<file path="src/rtl/mem_stage.sv">
// ============================================================================
// mem_stage : memory-access pipeline stage (load/store bus issue, align, extend)
// Rev 1.0
// ============================================================================
`default_nettype none

package common;
  typedef logic [31:0] word_t;
  typedef logic [4:0]  creg_addr_t;
  typedef struct packed {
    word_t      instr;
    word_t      pcplus4;
    word_t      aluout;
    word_t      writedata;
    creg_addr_t writereg;
    logic       exc_adel_if;
    logic       exc_ri;
    logic       exc_ov;
  } execute_data_t;
endpackage

module mem_stage
  import common::*;
(
  input  logic          clk,
  input  logic          resetn,
  input  logic          flush,
  input  logic          in_valid,
  output logic          in_ready,
  input  execute_data_t in_data,
  output logic          dreq_valid,
  output logic [31:0]   dreq_addr,
  output logic [3:0]    dreq_strobe,
  output logic [31:0]   dreq_data,
  input  logic          dresp_addr_ok,
  input  logic          dresp_data_ok,
  input  logic [31:0]   dresp_data,
  output logic          out_valid,
  input  logic          out_ready,
  output logic [31:0]   out_result,
  output logic [4:0]    out_writereg,
  output logic [31:0]   out_pcplus4,
  output logic          out_exc_adel,
  output logic          out_exc_ades,
  output logic [31:0]   out_badvaddr
);

  localparam logic [2:0] S_IDLE  = 3'd0;
  localparam logic [2:0] S_REQ   = 3'd1;
  localparam logic [2:0] S_WAIT  = 3'd2;
  localparam logic [2:0] S_DONE  = 3'd3;
  localparam logic [2:0] S_DRAIN = 3'd4;

  localparam logic [5:0] OP_LB  = 6'h20;
  localparam logic [5:0] OP_LH  = 6'h21;
  localparam logic [5:0] OP_LW  = 6'h23;
  localparam logic [5:0] OP_LBU = 6'h24;
  localparam logic [5:0] OP_LHU = 6'h25;
  localparam logic [5:0] OP_SB  = 6'h28;
  localparam logic [5:0] OP_SH  = 6'h29;
  localparam logic [5:0] OP_SW  = 6'h2b;

  logic [2:0]  state_q, state_d;
  logic        is_load_q, ld_sext_q;
  logic [1:0]  ld_size_q, addr_lo_q;
  logic [31:0] result_q, pcplus4_q, badvaddr_q;
  logic [4:0]  writereg_q;
  logic        adel_q, ades_q;
  logic        dreq_valid_q;
  logic [31:0] dreq_addr_q, dreq_data_q;
  logic [3:0]  dreq_strobe_q;

  logic [5:0]  opcode;
  logic [1:0]  a_lo;
  logic        is_load, is_store, sext, misalign, prior_exc, mem_go, accept, ld_capture;
  logic [1:0]  size;
  logic [3:0]  st_strobe;
  logic [31:0] st_data, load_val;
  logic [7:0]  ld_byte;
  logic [15:0] ld_half;
  logic [2:0]  accept_next;
  logic        unused_bits;

  assign opcode      = in_data.instr[31:26];
  assign a_lo        = in_data.aluout[1:0];
  assign unused_bits = ^in_data.instr[25:0];

  always_comb begin
    is_load   = 1'b0;
    is_store  = 1'b0;
    size      = 2'd2;
    sext      = 1'b0;
    st_strobe = 4'b0000;
    st_data   = 32'h0;
    case (opcode)
      OP_LB:  begin is_load = 1'b1; size = 2'd0; sext = 1'b1; end
      OP_LBU: begin is_load = 1'b1; size = 2'd0; end
      OP_LH:  begin is_load = 1'b1; size = 2'd1; sext = 1'b1; end
      OP_LHU: begin is_load = 1'b1; size = 2'd1; end
      OP_LW:  begin is_load = 1'b1; end
      OP_SB: begin
        is_store  = 1'b1;
        size      = 2'd0;
        st_strobe = 4'b0001 << a_lo;
        st_data   = {4{in_data.writedata[7:0]}};
      end
      OP_SH: begin
        is_store  = 1'b1;
        size      = 2'd1;
        st_strobe = a_lo[1] ? 4'b1100 : 4'b0011;
        st_data   = {2{in_data.writedata[15:0]}};
      end
      OP_SW: begin
        is_store  = 1'b1;
        st_strobe = 4'b1111;
        st_data   = in_data.writedata;
      end
      default: ;
    endcase
  end

  // Alignment is only judged for memory ops that have not already faulted upstream.
  assign prior_exc   = in_data.exc_adel_if | in_data.exc_ri | in_data.exc_ov;
  assign misalign    = (is_load | is_store) & ~prior_exc &
                       (((size == 2'd1) & a_lo[0]) | ((size == 2'd2) & (a_lo != 2'b00)));
  assign mem_go      = (is_load | is_store) & ~prior_exc & ~misalign;
  assign accept_next = mem_go ? S_REQ : S_DONE;

  assign in_ready = (state_q == S_IDLE) | ((state_q == S_DONE) & out_ready);
  assign accept   = in_valid & in_ready & ~flush;

  always_comb begin
    case (addr_lo_q)
      2'd0:    ld_byte = dresp_data[7:0];
      2'd1:    ld_byte = dresp_data[15:8];
      2'd2:    ld_byte = dresp_data[23:16];
      default: ld_byte = dresp_data[31:24];
    endcase
    ld_half = addr_lo_q[1] ? dresp_data[31:16] : dresp_data[15:0];
    case (ld_size_q)
      2'd0:    load_val = ld_sext_q ? {{24{ld_byte[7]}}, ld_byte} : {24'h0, ld_byte};
      2'd1:    load_val = ld_sext_q ? {{16{ld_half[15]}}, ld_half} : {16'h0, ld_half};
      default: load_val = dresp_data;
    endcase
  end

  // A flush that coincides with the final data_ok has nothing left to drain.
  always_comb begin
    state_d    = state_q;
    ld_capture = 1'b0;
    case (state_q)
      S_IDLE: if (accept) state_d = accept_next;
      S_REQ: begin
        if (dresp_addr_ok) begin
          if (flush)              state_d = dresp_data_ok ? S_IDLE : S_DRAIN;
          else if (dresp_data_ok) begin state_d = S_DONE; ld_capture = 1'b1; end
          else                    state_d = S_WAIT;
        end else if (flush) begin
          state_d = S_IDLE;
        end
      end
      S_WAIT: begin
        if (dresp_data_ok) begin
          state_d    = flush ? S_IDLE : S_DONE;
          ld_capture = ~flush;
        end else if (flush) begin
          state_d = S_DRAIN;
        end
      end
      S_DONE: begin
        if (flush)          state_d = S_IDLE;
        else if (out_ready) state_d = accept ? accept_next : S_IDLE;
      end
      S_DRAIN: if (dresp_data_ok) state_d = S_IDLE;
      default: state_d = S_IDLE;
    endcase
  end

  always_ff @(posedge clk or negedge resetn) begin
    if (!resetn) begin
      state_q       <= S_IDLE;
      is_load_q     <= 1'b0;
      ld_sext_q     <= 1'b0;
      ld_size_q     <= 2'd0;
      addr_lo_q     <= 2'd0;
      result_q      <= 32'h0;
      pcplus4_q     <= 32'h0;
      badvaddr_q    <= 32'h0;
      writereg_q    <= 5'd0;
      adel_q        <= 1'b0;
      ades_q        <= 1'b0;
      dreq_valid_q  <= 1'b0;
      dreq_addr_q   <= 32'h0;
      dreq_data_q   <= 32'h0;
      dreq_strobe_q <= 4'b0000;
    end else begin
      state_q      <= state_d;
      dreq_valid_q <= (state_d == S_REQ);
      if (accept) begin
        is_load_q  <= is_load;
        ld_sext_q  <= sext;
        ld_size_q  <= size;
        addr_lo_q  <= a_lo;
        result_q   <= in_data.aluout;
        pcplus4_q  <= in_data.pcplus4;
        writereg_q <= (misalign | is_store) ? 5'd0 : in_data.writereg;
        adel_q     <= misalign & is_load;
        ades_q     <= misalign & is_store;
        badvaddr_q <= misalign ? in_data.aluout : 32'h0;
        if (mem_go) begin
          dreq_addr_q   <= in_data.aluout;
          dreq_strobe_q <= st_strobe;
          dreq_data_q   <= st_data;
        end
      end else if (ld_capture && is_load_q) begin
        result_q <= load_val;
      end
    end
  end

  assign dreq_valid   = dreq_valid_q;
  assign dreq_addr    = dreq_addr_q;
  assign dreq_strobe  = dreq_strobe_q;
  assign dreq_data    = dreq_data_q;
  assign out_valid    = (state_q == S_DONE);
  assign out_result   = result_q;
  assign out_writereg = writereg_q;
  assign out_pcplus4  = pcplus4_q;
  assign out_exc_adel = adel_q;
  assign out_exc_ades = ades_q;
  assign out_badvaddr = badvaddr_q;

endmodule

`default_nettype wire

</file>
<file path="config.mk">
export PLATFORM = sky130hd
export DESIGN_NAME = mem_stage
export DESIGN_NICKNAME = d
export VERILOG_FILES = /design/src/rtl/mem_stage.sv
export SDC_FILE = /design/constraint.sdc
export NUM_CORES = 1
export LEC_CHECK = 0
export ABC_AREA = 1
export BUFFER_PORTS_ARGS = -buffer_cell sky130_fd_sc_hd__buf_2
export CORE_ASPECT_RATIO = 1.1
export CORE_MARGIN = 2
export CORE_UTILIZATION = 40
export DETAILED_ROUTE_END_ITERATION = 16
export PLACE_DENSITY = 0.66
export REMOVE_ABC_BUFFERS = 1
export SKIP_LAST_GASP = 1
export SYNTH_ARGS = -nofsm -noshare
export SYNTH_HDL_FRONTEND = slang
export SYNTH_SLANG_ARGS = --single-unit
</file>
<file path="constraint.sdc">
create_clock -name clk -period 2.4 [get_ports clk]
set_clock_uncertainty 0.2 [all_clocks]
set_input_delay 0 -clock clk [delete_from_list [all_inputs] [get_ports clk]]
set_output_delay 0 -clock clk [all_outputs]
set_load 0.02 [all_outputs]
</file>
==> results of run 1 <==
## report_power, final
group / switching [µW] / internal, µW
sequential: 384 / 3710
clock: 1370 / 1590
combinational: 2670 / 1450
## synth_stat cells, drive strengths merged
| master | instances | area share, % |
|---|---|---|
| a21oi | 19 | 1.2 |
| a22oi | 7 | 0.64 |
| buf | 36 | 2.6 |
| clkbuf | 12 | 0.54 |
| dfrtp | 181 | 55 |
| inv | 53 | 2.4 |
| nand2 | 467 | 21 |
| nand3 | 71 | 4.4 |
| nand3b | 6 | 0.54 |
| nand4 | 3 | 0.23 |
| nor2 | 107 | 5.1 |
| nor3 | 4 | 0.24 |
| o2111ai | 1 | 0.11 |
| o211ai | 8 | 0.79 |
| o21ai | 76 | 4.6 |
| o22ai | 2 | 0.15 |
| o31ai | 2 | 0.18 |
| or2 | 2 | 0.15 |
| or3 | 1 | 0.076 |
## state kept, by name (all words and copies together), names as in the netlist
register	count
out_writereg	5
dreq_addr	32
state_q	3
is_load_q	1
out_result	32
out_badvaddr	32
dreq_data	32
dreq_strobe	4
addr_lo_q	2
ld_sext_q	1
out_pcplus4	32
dreq_valid	1
ld_size_q	2
out_exc_ades	1
out_exc_adel	1
## final timing paths
check                      slack (ns)                      start                            to
setup reg to reg                 0.16   addr_lo_q[1]$_DFFE_PN0P_     out_result[0]$_DFFE_PN0P_
hold / removal                   0.09                in_data[80]    out_pcplus4[8]$_DFFE_PN0P_
hold reg to reg                  0.28  dreq_addr[31]$_DFFE_PN0P_     dreq_addr[31]$_DFFE_PN0P_
min in group asynchronous        0.47                     resetn  out_badvaddr[30]$_DFFE_PN0P_
setup / recovery                 0.08               in_data[134]     dreq_data[13]$_DFFE_PN0P_
max in group asynchronous        1.04                     resetn   out_pcplus4[13]$_DFFE_PN0P_
## routing by layer
layer,vias up,GRT usage [%]
met4,0,10.4
met1,4257,32.5
met5,-,0
met3,72,6.25
li1,4325,-
met2,383,46.1
## layout make-up
cell class                      instances  area share (%)
Sequential cell                       181            35.8
Clock inverter                         15            1.47
Tap cell                              256            2.53
Inverter                               53            1.57
Timing Repair Buffer                  521            29.1
Multi-Input combinational cell        776            26.2
Clock buffer                           17            3.36
## worst max-delay path, cell delays in order
cell           delay, ns
dlygate4sd3_1       0.56
buf_2               0.14
inv_1               0.04
nand2_1             0.05
nor2_1              0.08
dlygate4sd3_1       0.58
nand2_1             0.10
a21oi_4             0.24
nand2_2             0.11
nor2_4              0.14
buf_12              0.14
clkbuf_16           0.17
nand2_1             0.07
nand2_1             0.07
## timing repair
| item | CTS | global route |
|---|---|---|
| gates resized for setup | 0 | 8 |
| buffers inserted | 0 | 1 |
| hold buffers | 173 | 0 |
| endpoints found under the setup margin | 0 | 88 |
| endpoints found under the hold margin | 362 | 0 |
## cells by family (layout without fill, tap and decap cells)
kind of cell,after synthesis,count (layout)
AND/OR/NAND/NOR,661,661
buffers and inverters,101,606
AO/OA/AOI/OAI,115,115
flip-flops,181,181
## metrics by stage
step           std cells  TNS (ns)  utilization, %  hold WS [ns]  area [µm²]
2_1_floorplan       1010   -289.38               -        -0.496        8010
3_3_place_gp        1610         0            49.9        -0.284       10200
3_5_place_dp        1610         0            49.9        -0.283       10200
4_1_cts             1815         0            61.4        0.0657       12500
5_1_grt             1819   -0.0362            61.9        0.0878       12700
6_report            1819         0            61.9        0.0886       12700
## cell usage in the layout, fill, tap and decap left out, types with 2 or more instances in the layout
| cell type | Yosys | layout |
|---|---|---|
| nand4_1 | 3 | 3 |
| nor2_2 | 5 | 5 |
| nor2_1 | 101 | 100 |
| o22ai_1 | 2 | 2 |
| inv_6 | 0 | 4 |
| o21ai_1 | 11 | 11 |
| buf_4 | 7 | 14 |
| dfrtp_1 | 181 | 181 |
| o21ai_0 | 65 | 65 |
| nor3_1 | 4 | 4 |
| buf_6 | 3 | 4 |
| buf_12 | 0 | 7 |
| or2_2 | 2 | 2 |
| nand3b_1 | 6 | 6 |
| bufinv_16 | 0 | 2 |
| a22oi_1 | 7 | 7 |
| inv_2 | 3 | 5 |
| o31ai_1 | 2 | 2 |
| nand2_2 | 3 | 3 |
| nand3_1 | 69 | 69 |
| inv_8 | 0 | 5 |
| clkbuf_16 | 0 | 19 |
| buf_2 | 23 | 321 |
| nor2_4 | 1 | 2 |
| o211ai_1 | 7 | 7 |
| dlygate4sd3_1 | 0 | 172 |
| clkinv_2 | 0 | 2 |
| inv_1 | 50 | 48 |
| a21oi_1 | 18 | 18 |
| nand2_1 | 464 | 463 |
==> flow_metrics.py, run 1 <==
metrics = {
    "status": {
        "outcome": "complete, no violations",
    },
    "cells_and_area": {
        "finalNetCount": 1725,
        "diodes": 0,
        "drive_above_1_share_pct": 25.8,
        "regArea_um2": 4530,
        "syn2layout_area_growth_pct": 53.0,
        "fillers": 1746,
        "multiInputGateArea_um2": 3310,
    },
    "timing": {
        "slew_headroom_pct": 60.0,
        "min_period_ns": 2.32,
        "slew_violations": 0,
        "tightest_slew_ns": 0.598,
        "fmax_ghz": 0.431,
        "rsz0062_at_grt": "true",
        "fin_ws_ns": 0.0788,
        "hold_viol": 0,
        "period_share_pct": 96.7,
        "finalSetupViolCount": 0,
    },
    "placed_design": {
        "place_ws_ns": 0.315,
        "place_hpwl_mm": 18.8,
        "place.gp.congestion": 0.871,
        "portBuffers": 322,
    },
    "drt": {
        "wire_per_inst_um": 16.3,
        "met2_length_mm": 15.1,
        "viasPerCell": 4.97,
        "met1_length_mm": 11.8,
        "routed_wl_mm": 29.7,
        "route.top_layer_used": "met4",
        "vias": 9037,
        "wl_met3_mm": 1.97,
        "drt-initial-drc-count": 543,
        "dr.pass1.iters": 5,
        "drcViolationCount": 0,
        "ant_nets": 0,
    },
    "worst_setup_path": {
        "worstSetupPathType": "in -> reg",
        "end_kind": "flip-flop",
        "worst_ep_arrival_time_ns": 2.50,
        "cp.required_ns": 2.57,
        "r2r_cells": 8,
        "worstSetupStartpointType": "input pin",
        "crit_fanout": 8,
    },
    "global_routing": {
        "grt_antenna_before_repair": 0,
        "grt_max_degree": 68,
        "grt_pass1_vias": 9204,
        "grt_overflow_total": 0,
        "grt.total_usage_pct": 26.8,
        "grt_pass1_wl_mm": 46.5,
    },
    "hold_path": {
        "min_path_type": "in -> reg",
        "whs_path_depth": 4,
    },
    "floorplanning": {
        "fp.dieArea_um2": 21800,
        "die_h_um": 155,
        "io_pins": 349,
        "fp-row-count": 55,
        "start_util_pct": 40.5,
        "die_w_um": 141,
        "core_area_um2": 20400,
    },
    "synth": {
        "ys_warn_count": 0,
        "synth_xor_area_share_pct": 0,
        "ys_types": 30,
        "muxShareOfSynthArea_pct": 0,
        "postSynthAreaPerCell_um2": 7.82,
        "syn_area_um2": 8270,
        "synth_top_family_by_area": "simple AND/OR/NAND/NOR gates",
        "synth_fa_ha_area_share_pct": 0,
        "synth-simple-area-share_pct": 32.0,
        "synth_seq_cells": 181,
        "synth.yosys.seq_area_share_pct": 54.8,
        "netlist_instances": 1058,
        "synth_compound_area_share_pct": 7.66,
    },
    "clock_network": {
        "htree_levels": 4,
        "cts_tree": "yes",
        "cts_num_sinks": 181,
        "numCtsBuffers": 17,
        "clk_pin_slew_ns": 0.07,
        "clk-insertion-delay-late_ns": 0.43,
        "cts_max_path_buffers": 2,
        "cts_root_buffer": "clkbuf_16",
    },
    "power": {
        "max-vdd-ir-drop_uv": 746,
        "power_uw": 11200,
        "p_per_area_nw_per_um2": 883,
        "leakagePower_uw": 0.00697,
    },
    "job": {
        "maxCapViolCount": 0,
    },
}
No activity file was read; power rests on OpenSTA's default activity.
==> inputs of run 2 (changes only) <==
--- a/config.mk
+++ b/config.mk
@@ -9,9 +9,9 @@
 export BUFFER_PORTS_ARGS = -buffer_cell sky130_fd_sc_hd__buf_2
 export CORE_ASPECT_RATIO = 1.1
 export CORE_MARGIN = 2
-export CORE_UTILIZATION = 40
+export CORE_UTILIZATION = 48
 export DETAILED_ROUTE_END_ITERATION = 16
-export PLACE_DENSITY = 0.66
+export PLACE_DENSITY = 0.77
 export REMOVE_ABC_BUFFERS = 1
 export SKIP_LAST_GASP = 1
 export SYNTH_ARGS = -nofsm -noshare
==> run 2 against run 1 <==
Fmax about the same. Setup slack better by 0.0022 ns. Design area fell by 1.6%. Global-route usage grew 5.6 points. Power decreased by 2.9%. Routed wire length up 1.3%. Non-clock buffer count decreased by 10. Flip-flop and latch count did not move. Critical path depth shrank 3. Final cell count is 1.8% lower. Sequential power increased by 1%. Highest routed layer unchanged.
==> flow_metrics.py, run 2 (synthesized netlist as in run 1, its figures left out) <==
metrics = {
    "worst_setup_path": {
        "crit_start": "in_data[132]",
        "cpPeakStageDelay_ns": 0.57,
        "worstSetupStartpointType": "input pin",
        "setup.worst_path.end": "dreq_data[29]$_DFFE_PN0P_",
        "r2r-end": "out_result[20]$_DFFE_PN0P_",
        "worstPathCellList": "dlygate4sd3_1 > buf_2 > nor2_2 > nand2_1 > nor2_4 > buf_4 > nand2_1 > nand2_1 > nor2_1 > dlygate4sd3_1 > o21ai_1",
        "cpMaxStageDelayCell": "dlygate4sd3_1",
        "crit_fanout": 10,
        "cp_common_cell": "nand2_1",
        "rr_startpoint": "state_q[0]$_DFF_PN0_",
        "cp.required_ns": 2.56,
        "r2r_cells": 10,
        "worstSetupPathType": "in -> reg",
        "worst_ep_arrival_time_ns": 2.48,
        "end_kind": "flip-flop",
        "r2r_setup_slack_ns": 0.11,
    },
    "timing": {
        "min_period_ns": 2.32,
        "period_share_pct": 96.6,
        "fmax_ghz": 0.431,
        "slew_headroom_pct": 62.1,
        "slew_violations": 0,
        "timing.hold.ws_ns": 0.0956,
        "rsz0062_at_grt": "true",
        "tightest_slew_ns": 0.567,
        "finalSetupTns_ns": 0,
        "finalSetupViolCount": 0,
        "hold_viol": 0,
    },
    "power": {
        "p_per_area_nw_per_um2": 871,
        "max-vdd-ir-drop_uv": 585,
        "leakagePower_uw": 0.00686,
    },
    "floorplanning": {
        "die_h_um": 142,
        "fp-row-count": 50,
        "core_area_um2": 17000,
        "start_util_pct": 48.8,
        "die_w_um": 129,
        "io_pins": 349,
        "fp.dieArea_um2": 18300,
    },
    "drt": {
        "vias": 9383,
        "drcViolationCount": 0,
        "viasPerCell": 5.25,
        "dr.pass1.iters": 8,
        "drt-initial-drc-count": 612,
        "wire_per_inst_um": 16.8,
        "ant_nets": 0,
        "routed_wl_mm": 30.1,
    },
    "global_routing": {
        "grt_pass1_vias": 9483,
        "grt_overflow_total": 0,
        "grt_max_degree": 88,
        "grt_antenna_before_repair": 0,
        "grt_pass1_wl_mm": 46.8,
        "grt.total_usage_pct": 32.4,
    },
    "cells_and_area": {
        "final_util_pct": 73.5,
        "fillers": 1194,
        "final_cell_area_um2": 12500,
        "diodes": 0,
        "layout_common_cells": "463 x nand2_1, 321 x buf_2, 181 x dfrtp_1",
        "fin_cells": 1787,
        "drive_above_1_share_pct": 25.6,
        "final_common_cell": "nand2_1",
        "finalNetCount": 1715,
        "syn2layout_area_growth_pct": 50.6,
    },
    "placed_design": {
        "placed_area_um2": 10200,
        "dp.cells": 1585,
        "portBuffers": 322,
        "place.gp.congestion": 0.898,
        "place_hpwl_mm": 18.0,
    },
    "clock_network": {
        "clk_pin_slew_ns": 0.07,
        "cts_max_path_buffers": 2,
        "numCtsBuffers": 17,
        "cts_num_sinks": 181,
        "clk-insertion-delay-late_ns": 0.43,
        "cts_root_buffer": "clkbuf_16",
        "htree_levels": 4,
        "cts_tree": "yes",
    },
    "job": {
        "maxCapViolCount": 0,
    },
    "hold_path": {
        "min_path_type": "in -> reg",
    },
    "status": {
        "outcome": "complete, no violations",
    },
}
-- run 2: cell count changes in the layout (fill, tap and decap cells not counted), sizes merged --
cell	before	now
inv	62	58
clkinvlp	0	2
dlygate4sd3	172	167
clkinv	4	5
clkbuf	20	22
bufinv	2	0
buf	346	342
-- run 2: how the worst min path moves through the flow --
stage                 from                          to  slack (ns)  cells after the start
6_report       in_data[74]  out_pcplus4[2]$_DFFE_PN0P_         0.1                      4
5_1_grt        in_data[74]  out_pcplus4[2]$_DFFE_PN0P_        0.11                      4
4_1_cts        in_data[80]  out_pcplus4[8]$_DFFE_PN0P_        0.07                      4
3_5_place_dp        resetn   dreq_addr[10]$_DFFE_PN0P_       -0.21                      1
3_3_place_gp        resetn   dreq_addr[10]$_DFFE_PN0P_       -0.21                      1
2_1_floorplan       resetn    addr_lo_q[0]$_DFFE_PN0P_       -0.50                      0
-- run 2: timing repair --
action | 4_1_cts | 5_1_grt
resized for setup | 0 | 11
hold buffers | 167 | 0
hold endpoints to repair | 362 | 0
endpoints found under the setup margin | 0 | 70
setup buffers | 0 | 2
-- run 2: area by class of cell --
cell class              instances  area, µm²  share of cell area, %
flip-flops and latches        181       4530                   36.4
repair buffers                511       3570                   28.7
multi-input cells             776       3310                   26.6
clock buffers                  20        457                   3.67
well taps                     234        293                   2.35
inverters                      53        201                   1.62
clock inverters                12       91.3                  0.733
-- run 2: report_power, final --
group	leakage [µW]	switching (µW)	internal, µW
Clock	0.000268	1250	1390
Sequential	0.00239	422	3720
Combinational	0.00420	2660	1410
Total	0.00686	4330	6520
-- run 2: per-layer routing --
layer	up-vias	wire length (µm)	track usage (%)
met5	-	0	0
met4	0	1440	15.2
met3	137	2490	7.73
met2	537	15000	55.9
met1	4407	11200	37.9
li1	4302	-	-
-- run 2: critical path: cells and delay by family --
| kind | cells | cell delay [ns] |
|---|---|---|
| compound gates | 1 | 0.13 |
| buf+inv | 4 | 1.52 |
| simple gates | 6 | 0.83 |
-- run 2: per-stage QoR --
step           worst slack [ns]  power [µW]
6_report                 0.0810       10900
5_1_grt                 -0.0785       11400
4_1_cts                  0.0339       10700
3_5_place_dp              0.224        7890
3_3_place_gp              0.363        7780
2_1_floorplan             -2.52        6410
